$ cat src/rtl/ctrl_pipeline.sv
// Control-path pipeline registers (ID/EX, EX/MEM, MEM/WB) with load-use stall,
// branch/jump squash and EX operand forwarding selects.

package ctrl_pipeline_pkg;

  typedef enum logic [2:0] {
    BR_NOP, BR_EQ, BR_NE, BR_LT, BR_GE, BR_LTU, BR_GEU
  } comp_op_t;

  typedef enum logic [1:0] {
    WRSRC_ALURES, WRSRC_MEMREAD, WRSRC_PCINC
  } reg_wr_src_t;

  typedef enum logic [1:0] {
    SRC1_REG1, SRC1_PC, SRC1_ZERO
  } alu_src1_t;

  typedef enum logic [1:0] {
    SRC2_REG2, SRC2_IMM, SRC2_FOUR
  } alu_src2_t;

  typedef enum logic [3:0] {
    ALU_NOP, ALU_ADD, ALU_SUB, ALU_AND, ALU_OR, ALU_XOR, ALU_SLL, ALU_SRL,
    ALU_SRA, ALU_SLT, ALU_SLTU, ALU_LUI
  } alu_op_t;

endpackage

module ctrl_pipeline
  import ctrl_pipeline_pkg::*;
#(
  parameter int unsigned REG_AW = 5
) (
  input  logic              clk,
  input  logic              rst,

  input  logic              id_valid,
  input  logic              id_reg_do_write,
  input  logic              id_mem_do_write,
  input  logic              id_mem_read,
  input  logic              id_do_branch,
  input  logic              id_do_jump,
  input  comp_op_t          id_comp_ctrl,
  input  reg_wr_src_t       id_reg_wr_src,
  input  alu_src1_t         id_alu_op1,
  input  alu_src2_t         id_alu_op2,
  input  alu_op_t           id_alu_ctrl,
  input  logic [REG_AW-1:0] id_rs1,
  input  logic [REG_AW-1:0] id_rs2,
  input  logic [REG_AW-1:0] id_rd,

  input  logic              ex_take_branch,

  output logic              ex_valid,
  output logic              ex_do_branch,
  output logic              ex_do_jump,
  output comp_op_t          ex_comp_ctrl,
  output alu_src1_t         ex_alu_op1,
  output alu_src2_t         ex_alu_op2,
  output alu_op_t           ex_alu_ctrl,
  output logic [REG_AW-1:0] ex_rd,

  output logic              mem_valid,
  output logic              mem_reg_do_write,
  output logic              mem_mem_do_write,
  output logic              mem_mem_read,
  output reg_wr_src_t       mem_reg_wr_src,
  output logic [REG_AW-1:0] mem_rd,

  output logic              wb_valid,
  output logic              wb_reg_do_write,
  output reg_wr_src_t       wb_reg_wr_src,
  output logic [REG_AW-1:0] wb_rd,

  output logic              stall_fetch,
  output logic              flush_if_id,
  output logic              pc_redirect,
  output logic [1:0]        fwd_a,
  output logic [1:0]        fwd_b
);

  typedef struct packed {
    logic              valid;
    logic              reg_do_write;
    logic              mem_do_write;
    logic              mem_read;
    logic              do_branch;
    logic              do_jump;
    comp_op_t          comp_ctrl;
    reg_wr_src_t       reg_wr_src;
    alu_src1_t         alu_op1;
    alu_src2_t         alu_op2;
    alu_op_t           alu_ctrl;
    logic [REG_AW-1:0] rs1;
    logic [REG_AW-1:0] rs2;
    logic [REG_AW-1:0] rd;
  } ex_stage_t;

  typedef struct packed {
    logic              valid;
    logic              reg_do_write;
    logic              mem_do_write;
    logic              mem_read;
    reg_wr_src_t       reg_wr_src;
    logic [REG_AW-1:0] rd;
  } mem_stage_t;

  typedef struct packed {
    logic              valid;
    logic              reg_do_write;
    reg_wr_src_t       reg_wr_src;
    logic [REG_AW-1:0] rd;
  } wb_stage_t;

  localparam ex_stage_t ExBubble = '{
    valid:        1'b0,
    reg_do_write: 1'b0,
    mem_do_write: 1'b0,
    mem_read:     1'b0,
    do_branch:    1'b0,
    do_jump:      1'b0,
    comp_ctrl:    BR_NOP,
    reg_wr_src:   WRSRC_ALURES,
    alu_op1:      SRC1_REG1,
    alu_op2:      SRC2_REG2,
    alu_ctrl:     ALU_NOP,
    rs1:          '0,
    rs2:          '0,
    rd:           '0
  };

  localparam mem_stage_t MemBubble = '{
    valid:        1'b0,
    reg_do_write: 1'b0,
    mem_do_write: 1'b0,
    mem_read:     1'b0,
    reg_wr_src:   WRSRC_ALURES,
    rd:           '0
  };

  localparam wb_stage_t WbBubble = '{
    valid:        1'b0,
    reg_do_write: 1'b0,
    reg_wr_src:   WRSRC_ALURES,
    rd:           '0
  };

  ex_stage_t  ex_q,  ex_d;
  mem_stage_t mem_q, mem_d;
  wb_stage_t  wb_q,  wb_d;

  logic flush;
  logic load_use;

  // Hazard detection works on the instruction currently in EX.
  always_comb begin
    flush    = ex_q.valid & ((ex_q.do_branch & ex_take_branch) | ex_q.do_jump);
    load_use = id_valid & ex_q.valid & ex_q.mem_read & (ex_q.rd != '0) &
               ((ex_q.rd == id_rs1) | (ex_q.rd == id_rs2));
  end

  always_comb begin
    ex_d = ExBubble;
    if (!(flush || load_use || !id_valid)) begin
      ex_d.valid        = 1'b1;
      ex_d.reg_do_write = id_reg_do_write;
      ex_d.mem_do_write = id_mem_do_write;
      ex_d.mem_read     = id_mem_read;
      ex_d.do_branch    = id_do_branch;
      ex_d.do_jump      = id_do_jump;
      ex_d.comp_ctrl    = id_comp_ctrl;
      ex_d.reg_wr_src   = id_reg_wr_src;
      ex_d.alu_op1      = id_alu_op1;
      ex_d.alu_op2      = id_alu_op2;
      ex_d.alu_ctrl     = id_alu_ctrl;
      ex_d.rs1          = id_rs1;
      ex_d.rs2          = id_rs2;
      ex_d.rd           = id_rd;
    end
  end

  always_comb begin
    mem_d = '{
      valid:        ex_q.valid,
      reg_do_write: ex_q.reg_do_write,
      mem_do_write: ex_q.mem_do_write,
      mem_read:     ex_q.mem_read,
      reg_wr_src:   ex_q.reg_wr_src,
      rd:           ex_q.rd
    };
    wb_d = '{
      valid:        mem_q.valid,
      reg_do_write: mem_q.reg_do_write,
      reg_wr_src:   mem_q.reg_wr_src,
      rd:           mem_q.rd
    };
  end

  always_ff @(posedge clk) begin
    if (rst) begin
      ex_q  <= ExBubble;
      mem_q <= MemBubble;
      wb_q  <= WbBubble;
    end else begin
      ex_q  <= ex_d;
      mem_q <= mem_d;
      wb_q  <= wb_d;
    end
  end

  // MEM is the younger producer, so it wins over WB.
  logic mem_fwd_ok, wb_fwd_ok;

  always_comb begin
    mem_fwd_ok = mem_q.valid & mem_q.reg_do_write & (mem_q.rd != '0);
    wb_fwd_ok  = wb_q.valid & wb_q.reg_do_write & (wb_q.rd != '0);

    fwd_a = 2'b00;
    if (mem_fwd_ok && (mem_q.rd == ex_q.rs1)) begin
      fwd_a = 2'b01;
    end else if (wb_fwd_ok && (wb_q.rd == ex_q.rs1)) begin
      fwd_a = 2'b10;
    end

    fwd_b = 2'b00;
    if (mem_fwd_ok && (mem_q.rd == ex_q.rs2)) begin
      fwd_b = 2'b01;
    end else if (wb_fwd_ok && (wb_q.rd == ex_q.rs2)) begin
      fwd_b = 2'b10;
    end
  end

  always_comb begin
    stall_fetch = load_use & ~flush;
    flush_if_id = flush;
    pc_redirect = flush;
  end

  assign ex_valid         = ex_q.valid;
  assign ex_do_branch     = ex_q.do_branch;
  assign ex_do_jump       = ex_q.do_jump;
  assign ex_comp_ctrl     = ex_q.comp_ctrl;
  assign ex_alu_op1       = ex_q.alu_op1;
  assign ex_alu_op2       = ex_q.alu_op2;
  assign ex_alu_ctrl      = ex_q.alu_ctrl;
  assign ex_rd            = ex_q.rd;

  assign mem_valid        = mem_q.valid;
  assign mem_reg_do_write = mem_q.reg_do_write;
  assign mem_mem_do_write = mem_q.mem_do_write;
  assign mem_mem_read     = mem_q.mem_read;
  assign mem_reg_wr_src   = mem_q.reg_wr_src;
  assign mem_rd           = mem_q.rd;

  assign wb_valid         = wb_q.valid;
  assign wb_reg_do_write  = wb_q.reg_do_write;
  assign wb_reg_wr_src    = wb_q.reg_wr_src;
  assign wb_rd            = wb_q.rd;

endmodule

$ cat config.mk
export PLATFORM = sky130hd
export DESIGN_NAME = ctrl_pipeline
export DESIGN_NICKNAME = d
export VERILOG_FILES = /design/src/rtl/ctrl_pipeline.sv
export SDC_FILE = /design/constraint.sdc
export NUM_CORES = 1
export LEC_CHECK = 0
export ABC_AREA = 1
export BUFFER_PORTS_ARGS = -buffer_cell sky130_fd_sc_hd__buf_2
export CAP_MARGIN = 25
export CORE_UTILIZATION = 34
export CTS_CLUSTER_DIAMETER = 30
export CTS_CLUSTER_SIZE = 10
export DETAILED_ROUTE_END_ITERATION = 10
export PLACE_DENSITY = 0.63
export SYNTH_ARGS = -nofsm -noshare
export SYNTH_HDL_FRONTEND = slang
export SYNTH_SLANG_ARGS = --single-unit
$ cat constraint.sdc
create_clock -name clk -period 1.3 [get_ports clk]
set_input_delay 0.39 -clock clk [delete_from_list [all_inputs] [get_ports clk]]
set_output_delay 0.39 -clock clk [all_outputs]
set_load 0.02 [all_outputs]
-- After elaboration in Yosys (flattened, before gate mapping)
Cells that the tools add are included.
- register bits after elaboration: 54
- input port bits: 37
- output and inout port bits: 46
- logic and storage cells: 60
- eq/ne operators: 6
- muxes and demuxes: 5
- bitwise operators: 14
- reduce and logical (&&, ||, !) cells: 11
- operators by type and width (kind ; count):
    $mux W34 ; 1
    $eq A5 B5 Y1 ; 6
    $reduce_bool A5 Y1 ; 3
    $and A1 B1 Y1 ; 11
    $mux W2 ; 4
    $logic_and A1 B1 Y1 ; 4
    $logic_or A1 B1 Y1 ; 2
    $or A1 B1 Y1 ; 2
    $reduce_or A2 Y1 ; 1
    $logic_not A1 Y1 ; 1
    $not A1 Y1 ; 1

-- Longest topological paths before layout
Gate-level depths: netlist (run 1).
- depth in word-level cells: 7
- mapped depth: 10
- depth with buffers taken out: 9

-- Least setup slack after synthesis (run 1)
OpenSTA, ideal clock, no wires.
- kind: register to output
- start: reg mem_q, in the netlist mem_rd[2]
- end: out fwd_b[1]
- arrival time: 1.524 ns
- data required time: 0.910 ns
- slack: -0.614 ns
- cell stages (with the launch flop): 5
- buffers on the path: 0
- path through: dfxtp_1 -> xnor2_1 -> nand3_1 -> nor3_1 -> nor2_1
- longest elaborated chain between the ends: 4
- elaborated cells on any way between the ends: 5
- those cells by class: 1 x eq/ne; 1 x mux; 1 x bitwise; 2 x reduce/logical
- ends and longest elaborated chain (element ; line ; RTL):
    start: declaration ; 149 ; mem_stage_t mem_q, mem_d;
    start signal: assignment ; 202 ; mem_q <= MemBubble;
    start signal: assignment ; 206 ; mem_q <= mem_d;
    $reduce_bool A5 Y1 ; 215 ; mem_fwd_ok = mem_q.valid & mem_q.reg_do_write & (mem_q.rd != '0);
    $and A1 B1 Y1 ; 215 ;
    $logic_and A1 B1 Y1 (*) ; 226 ; if (mem_fwd_ok && (mem_q.rd == ex_q.rs2)) begin
    $mux W2 (*) ; 226 ;
    end: declaration ; 79 ; output logic [1:0] fwd_b
Every way passes the cells marked *; elsewhere a longest branch is shown, timed or not.

-- Worst setup path after layout (run 1)
- start: reg ex_q[10] (netlist bit)
- end: out fwd_a[1]
- longest elaborated chain between the ends: 4
- elaborated cells on any way between the ends: 6
- those cells by class: 2 x eq/ne; 2 x mux; 2 x reduce/logical
- ends and longest elaborated chain (element ; line ; RTL):
    start: declaration ; 148 ; ex_stage_t ex_q, ex_d;
    start signal: assignment ; 201 ; ex_q <= ExBubble;
    $eq A5 B5 Y1 ; 221 ; end else if (wb_fwd_ok && (wb_q.rd == ex_q.rs1)) begin
    $logic_and A1 B1 Y1 ; 221 ;
    $mux W2 ; 221 ;
    $mux W2 (*) ; 219 ; if (mem_fwd_ok && (mem_q.rd == ex_q.rs1)) begin
    end: declaration ; 78 ; output logic [1:0] fwd_a,
Marks and branches as above.

==> results of run 1 <==
[layout by cell type (no fill, tap or decap), types with 13 or more instances in the layout]
cell                      netlist  routed
sky130_fd_sc_hd__nor2_2        12      16
sky130_fd_sc_hd__buf_2          0      66
sky130_fd_sc_hd__inv_1         53      43
sky130_fd_sc_hd__buf_6          2      27
sky130_fd_sc_hd__nand2_1       26      22
sky130_fd_sc_hd__dfxtp_1       54      27
sky130_fd_sc_hd__dfxtp_2        0      17
sky130_fd_sc_hd__nor2_4        10      13
sky130_fd_sc_hd__nor2_1        46      39
sky130_fd_sc_hd__buf_4         17      25
[cells by family (layout without fill, tap and decap cells)]
logic type / Yosys count / in the layout / share of synthesized area
buffers and inverters: 79 / 190 / 0.175
AND/OR/NAND/NOR: 113 / 113 / 0.255
flip-flops: 54 / 54 / 0.482
AO/OA/AOI/OAI: 1 / 1 / 0.00223
XOR/XNOR: 22 / 22 / 0.0859
[sequential cells by signal, indices dropped and copies added (netlist names), 2 cells and up]
signal and flops:
mem_reg_wr_src 2, ex_alu_op2 2, ex_q 15, ex_comp_ctrl 3
ex_alu_ctrl 4, wb_reg_wr_src 2, ex_alu_op1 2, ex_rd 5
wb_rd 5, mem_rd 5
[layer usage]
| layer | GRT usage | wire [µm] | vias up |
|---|---|---|---|
| li1 | - | - | 978 |
| met1 | 0.159 | 1970 | 781 |
| met2 | 0.262 | 2490 | 39 |
| met3 | 0.0348 | 218 | 6 |
| met4 | 0.0470 | 62 | 0 |
| met5 | 0 | 0 | - |
[cell type report]
| type | instances | share of cell area |
|---|---|---|
| Timing Repair Buffer | 125 | 0.280 |
| Clock inverter | 3 | 0.0125 |
| Inverter | 57 | 0.0648 |
| Clock buffer | 5 | 0.0196 |
| Sequential cell | 54 | 0.324 |
| Tap cell | 77 | 0.0274 |
| Multi-Input combinational cell | 136 | 0.271 |
[path summary, 6_finish.rpt]
check | from | end | slack (ps) | cells after the start
max reg2reg | ex_rd[1]$_SDFF_PP0_ | ex_do_branch$_SDFF_PP0_ | -340 | 12
min reg2reg | ex_q[24]$_SDFF_PP0_ | mem_reg_wr_src[1]$_SDFF_PP0_ | 400 | 2
max | ex_q[10]$_SDFF_PP0_ | fwd_a[1] | -520 | 5
min | id_alu_op1[0] | ex_alu_op1[0]$_SDFF_PP0_ | 290 | 3
[stage by stage]
stage	area (µm²)	TNS [ps]	hold WS, ps	worst slack (ps)	power (mW)
detailed placement	2970	-7730	392	-411	2.25
CTS	3380	-9190	271	-504	3.46
finish	3510	-11630	287	-515	3.43
global route	3510	-16230	280	-595	3.60
global placement	2970	-8190	393	-417	2.24
floorplan	2360	-492	388	-166	2.08
[worst register-to-register path, cell delays in order (launching register included)]
cell	delay (ps)
sky130_fd_sc_hd__dfxtp_4	370
sky130_fd_sc_hd__buf_4	140
sky130_fd_sc_hd__nor2_2	80
sky130_fd_sc_hd__nand4_1	110
sky130_fd_sc_hd__nand4_1	80
sky130_fd_sc_hd__inv_1	70
sky130_fd_sc_hd__nand2_4	80
sky130_fd_sc_hd__buf_4	110
sky130_fd_sc_hd__buf_6	100
sky130_fd_sc_hd__nand2_8	100
sky130_fd_sc_hd__buf_12	160
sky130_fd_sc_hd__buf_16	130
sky130_fd_sc_hd__nor2_4	60
[timing repair]
action                                  4_1_cts  5_1_grt
endpoints found under the hold margin         0        0
cloned                                        3        0
endpoints found under the setup margin       53       51
pin swaps                                    12       19
gates resized for setup                      59       28
buffers inserted                              3        5
[power groups by stage]
stage | Clock [mW] | Combinational, mW | Sequential [mW]
after floorplan | 0 | 0.274 | 1.80
after global placement | 0 | 0.458 | 1.78
after detailed placement | 0 | 0.464 | 1.79
after CTS | 1.17 | 0.539 | 1.75
after global routing | 1.23 | 0.608 | 1.76
final | 1.12 | 0.556 | 1.75
==> impl_metrics.env, run 1 <==
export IMPL_netlist_top_cells_count="54 x sky130_fd_sc_hd__dfxtp_1, 53 x sky130_fd_sc_hd__inv_1, 46 x sky130_fd_sc_hd__nor2_1"
export IMPL_route_detailed_vias_per_inst=3.95
export IMPL_worst_ir_drop_vdd_v=0.000445
export IMPL_cts_root_buffer_cell="sky130_fd_sc_hd__clkbuf_8"
export IMPL_insertion_delay_ps=300
export IMPL_worst_case_headroom_to_the_max_slew_limit=0.818
export IMPL_htree_num_levels=2
export IMPL_start_util=0.353
export IMPL_outcome="finished with violations"
export IMPL_dp_cells=439
export IMPL_antenna_diode_count=0
export IMPL_post_synth_arst_share=0
export IMPL_floorplan_die_width_um=83.2
export IMPL_io_buffers=82
export IMPL_yosysTopAreaCellShare=0.482
export IMPL_syn_nets=306
export IMPL_layout_min_cycle_time_ps=1820
export IMPL_antenna_violating_nets_post_route=0
export IMPL_antenna_found_initial=0
export IMPL_crit_buf_inv=1
export IMPL_maxCapViolCount=0
export IMPL_clock_tree_buffer_depth=2
export IMPL_internal_power_mw=2.56
export IMPL_die_height_um=83.2
export IMPL_cp_arrival_ps=1430
export IMPL_cell_chain_of_the_critical_path="xnor2_2, nand3_2, nor3_4, nor2_4, buf_6"
export IMPL_final_instance_count_excl_fill=457
export IMPL_gr_total_overflow=0
export IMPL_grt_pass1_vias=1743
export IMPL_worstPathMaxFanout=2
export IMPL_syn_area_per_cell_um2=8.34
export IMPL_rows=29
export IMPL_synth_flop_cell="sky130_fd_sc_hd__dfxtp_1"
export IMPL_core_area_um2=6350
export IMPL_violations="negative setup slack"
export IMPL_power_density_nw_per_um2=976
export IMPL_critical_path_max_stage_delay_ps=360
export IMPL_endpoint_kind="primary output"
export IMPL_master_of_the_slowest_instance_on_the_critical_path="sky130_fd_sc_hd__dfxtp_2"
export IMPL_critical_setup_path_class="flip-flop to primary output"
export IMPL_detail_route_wirelength_mm=4.73
export IMPL_syn_cell_area_um2=2240
export IMPL_detail_route_iter0_violations=26
export IMPL_achievable_frequency_ghz=0.551
export IMPL_cts_sinks=54
export IMPL_leakage_power_summed_over_all_cells_nw=1.83
export IMPL_gp_congestion=0.780
export IMPL_synth_cell_type_count=21
export IMPL_netSwitchingFraction=0.252
export IMPL_drt_first_pass_iters=4
export IMPL_flow_area_growth_from_synthesis_pct=56.8
export IMPL_synth_seq_cells=54
export IMPL_ctsHoldBuffers=0
export IMPL_tritoncts_num_buffers=5
export IMPL_worst_slew_pin_slew_ps=273
export IMPL_share_comb_of_total_power=0.162
export IMPL_share_of_layout_cells_above_drive_strength_1=0.592
export IMPL_skew_ps=6.55
export IMPL_min_path_type="input pin to flip-flop"
export IMPL_final_min_period_over_clock_period=1.40
export IMPL_worst_endpoint_required_ps=910
export IMPL_finalWorstSetupSlack_ps=-515
export IMPL_design_die_area_um2=6920
export IMPL_multi_input_area_um2=953
export IMPL_drcViolationCount=0
export IMPL_utilization=0.553
export IMPL_synth_sequential_area_ratio=0.482
export IMPL_grt_pass1_wl_mm=7.87
export IMPL_post_synth_top_area_cell="sky130_fd_sc_hd__dfxtp_1"
export IMPL_register_cell_area_after_layout_um2=1140
export IMPL_route_vias_total=1804
export IMPL_layout_filler_cells=595
export IMPL_place_hpwl_mm=3.46
export IMPL_tritoncts="yes"
export IMPL_wire_per_inst_um=10.4
export IMPL_switching_power_mw=0.865
export IMPL_post_synth_top_count_cell="sky130_fd_sc_hd__dfxtp_1"
export IMPL_synthCells=269
export IMPL_post_synth_main_area_contributors="sky130_fd_sc_hd__dfxtp_1 48%, sky130_fd_sc_hd__inv_1 8.9%, sky130_fd_sc_hd__nor2_1 7.7%, sky130_fd_sc_hd__buf_4 5.7%, sky130_fd_sc_hd__xnor2_1 5.1%"
export IMPL_timing_critical_path_max_delay_family="simple AND/OR/NAND/NOR gates"
export IMPL_worst_setup_path_start_kind="flip-flop"
export IMPL_io_pins=83
export IMPL_setup_viol_count_final=47
export IMPL_synthesis_yosys_warnings=0
export IMPL_timing_final_hold_violations=0
export IMPL_unrepaired_setup_endpoints_after_global_routing="true"
export IMPL_global_route_usage_total=0.142
export IMPL_fin_nets=416
export IMPL_clk_pin_slew_worst_paths_ps=90
export IMPL_power_clock_fraction=0.327
export IMPL_count_of_flip_flops_with_a_built_in_enable_after_synthesis=0
export IMPL_maxSlewViolCount=0
export IMPL_pwr_share_seq=0.511
export IMPL_grt_max_degree=21
Note: power is estimated with default switching activity, not from simulation.
==> run 2: changes to the inputs <==
--- a/config.mk
+++ b/config.mk
@@ -6,7 +6,7 @@
 export NUM_CORES = 1
 export LEC_CHECK = 0
 export ABC_AREA = 1
-export BUFFER_PORTS_ARGS = -buffer_cell sky130_fd_sc_hd__buf_2
+export BUFFER_PORTS_ARGS = -buffer_cell sky130_fd_sc_hd__clkbuf_2
 export CAP_MARGIN = 25
 export CORE_UTILIZATION = 34
 export CTS_CLUSTER_DIAMETER = 30
==> run 2 against run 1 <==
  * The flow still finishes with violations (negative setup slack)
  * Non-clock buffer count is 2 lower
  * Register-to-register slack better by 90 ps
  * Sequential share of layout area is 0.74 points higher
  * Combinational power is 3.8% lower
  * Core utilization is 1.2 points lower
  * Design area is 2.2% lower
  * Final cell count is 0.44% lower
  * Clock-buffer cell count stayed put
==> impl_metrics.env, run 2 (synthesis results as in run 1) <==
export IMPL_global_route_usage_total=0.142
export IMPL_dp_cells=440
export IMPL_share_of_layout_cells_above_drive_strength_1=0.558
export IMPL_worstPathMaxFanout=5
export IMPL_achievable_frequency_ghz=0.540
export IMPL_worst_setup_path_start_kind="flip-flop"
export IMPL_count_of_cells_along_the_worst_hold_path=3
export IMPL_layout_filler_cells=579
export IMPL_tritoncts="yes"
export IMPL_route_detailed_vias_per_inst=4.01
export IMPL_detail_route_iter0_violations=54
export IMPL_cts_root_buffer_cell="sky130_fd_sc_hd__clkbuf_8"
export IMPL_htree_num_levels=2
export IMPL_io_buffers=82
export IMPL_cts_sinks=54
export IMPL_antenna_violating_nets_post_route=0
export IMPL_critical_setup_path_class="flip-flop to primary output"
export IMPL_worst_ir_drop_vdd_v=0.000425
export IMPL_pre_cts_ws_ps=-450
export IMPL_grt_pass1_wl_mm=7.79
export IMPL_registers_top_by_ff_count="ex_q"
export IMPL_critical_path_max_stage_delay_ps=400
export IMPL_hold_start="id_alu_op1[0]"
export IMPL_placed_cell_areas_um2=2970
export IMPL_detail_route_wirelength_mm=4.82
export IMPL_reg2reg_slack_ps=-250
export IMPL_floorplan_die_width_um=83.2
export IMPL_worstRegToRegCells=12
export IMPL_leakage_power_summed_over_all_cells_nw=1.75
export IMPL_maxCapViolCount=0
export IMPL_clk_pin_slew_worst_paths_ps=100
export IMPL_clock_tree_buffer_depth=2
export IMPL_fin_total_pwr_mw=3.23
export IMPL_rows=29
export IMPL_power_density_nw_per_um2=941
export IMPL_ctsHoldBuffers=0
export IMPL_worst_endpoint_required_ps=910
export IMPL_route_vias_total=1823
export IMPL_antenna_found_initial=0
export IMPL_start_util=0.353
export IMPL_outcome="finished with violations"
export IMPL_worst_case_headroom_to_the_max_slew_limit=0.818
export IMPL_min_to="ex_alu_op1[0]$_SDFF_PP0_"
export IMPL_io_pins=83
export IMPL_grt_max_degree=21
export IMPL_flow_area_growth_from_synthesis_pct=53.2
export IMPL_wire_per_inst_um=10.6
export IMPL_final_min_period_over_clock_period=1.43
export IMPL_fin_nets=414
export IMPL_cell_chain_of_the_critical_path="nor3_2, nand3_1, nand3_2, nor3_4, clkbuf_8"
export IMPL_final_instance_count_excl_fill=455
export IMPL_gp_congestion=0.762
export IMPL_die_height_um=83.2
export IMPL_mostFrequentLayoutCell="sky130_fd_sc_hd__clkbuf_2"
export IMPL_worst_r2r_startpoint="ex_rd[0]$_SDFF_PP0_"
export IMPL_worst_slew_pin_slew_ps=272
export IMPL_worst_hold_slack_ps=259
export IMPL_design_die_area_um2=6920
export IMPL_maxSlewViolCount=0
export IMPL_cp_arrival_ps=1460
export IMPL_cp_launch_point="mem_rd[3]$_SDFF_PP0_"
export IMPL_insertion_delay_ps=310
export IMPL_core_area_um2=6350
export IMPL_endpoint_kind="primary output"
export IMPL_grt_pass1_vias=1718
export IMPL_skew_ps=12.7
export IMPL_setup_total_negative_slack_ps=-10910
export IMPL_setup_viol_count_final=45
export IMPL_drt_first_pass_iters=4
export IMPL_min_path_type="input pin to flip-flop"
export IMPL_unrepaired_setup_endpoints_after_global_routing="true"
export IMPL_finalWorstSetupSlack_ps=-553
export IMPL_violations="negative setup slack"
export IMPL_timing_final_hold_violations=0
export IMPL_most_common_layout_cells="64 x sky130_fd_sc_hd__clkbuf_2, 43 x sky130_fd_sc_hd__inv_1, 37 x sky130_fd_sc_hd__nor2_1"
export IMPL_gr_total_overflow=0
export IMPL_master_of_the_slowest_instance_on_the_critical_path="sky130_fd_sc_hd__dfxtp_4"
export IMPL_tritoncts_num_buffers=5
export IMPL_utilization=0.541
export IMPL_fin_area_um2=3440
export IMPL_layout_min_cycle_time_ps=1850
export IMPL_regToRegEndpoint="ex_rd[1]$_SDFF_PP0_"
export IMPL_largest_reg_flops=15
export IMPL_antenna_diode_count=0
export IMPL_drcViolationCount=0
export IMPL_place_hpwl_mm=3.52
==> run 2: per-layer routing <==
| metal | track usage | vias to the layer above | wire length, µm |
|---|---|---|---|
| li1 | - | 973 | - |
| met3 | 0.0338 | 5 | 232 |
| met4 | 0.0470 | 0 | 59 |
| met2 | 0.266 | 43 | 2600 |
| met5 | 0 | - | 0 |
| met1 | 0.155 | 802 | 1930 |
==> run 2: area by class of cell <==
type                    count  area [µm²]  area share
repair buffers            123         980       0.285
well taps                  77        96.3      0.0280
clock buffers               5        68.8      0.0200
clock inverters             3        22.5     0.00655
multi-input cells         136         901       0.262
inverters                  57         228      0.0663
flip-flops and latches     54        1140       0.332
==> run 2: worst max path at each step <==
stage,end,slack (ps),depth (start not counted)
after floorplan,fwd_a[1],-170,5
after CTS,fwd_a[0],-560,5
after detailed placement,stall_fetch,-450,10
after global placement,stall_fetch,-430,10
final,fwd_a[0],-550,5
after global routing,stall_fetch,-650,9
==> run 2: worst max-delay path, delay by kind of cell, from the launching register on <==
| family | cells | cell delay (ps) |
|---|---|---|
| AND/OR/NAND/NOR | 4 | 550 |
| flip-flops | 1 | 400 |
| buffers and inverters | 1 | 190 |
==> run 2: power breakdown <==
| group | internal, mW | leakage, nW | switching [mW] | total, mW |
|---|---|---|---|---|
| sequential | 1.70 | 0.455 | 0.0458 | 1.74 |
| clock | 0.388 | 0.0451 | 0.569 | 0.957 |
| combinational | 0.264 | 1.25 | 0.271 | 0.535 |
| total | 2.35 | 1.75 | 0.886 | 3.23 |
==> run 2: repair_timing <==
action,CTS,global route
cloned,2,0
endpoints found under the setup margin,53,52
pin swaps,9,11
resized for setup,61,38
buffers inserted,6,6
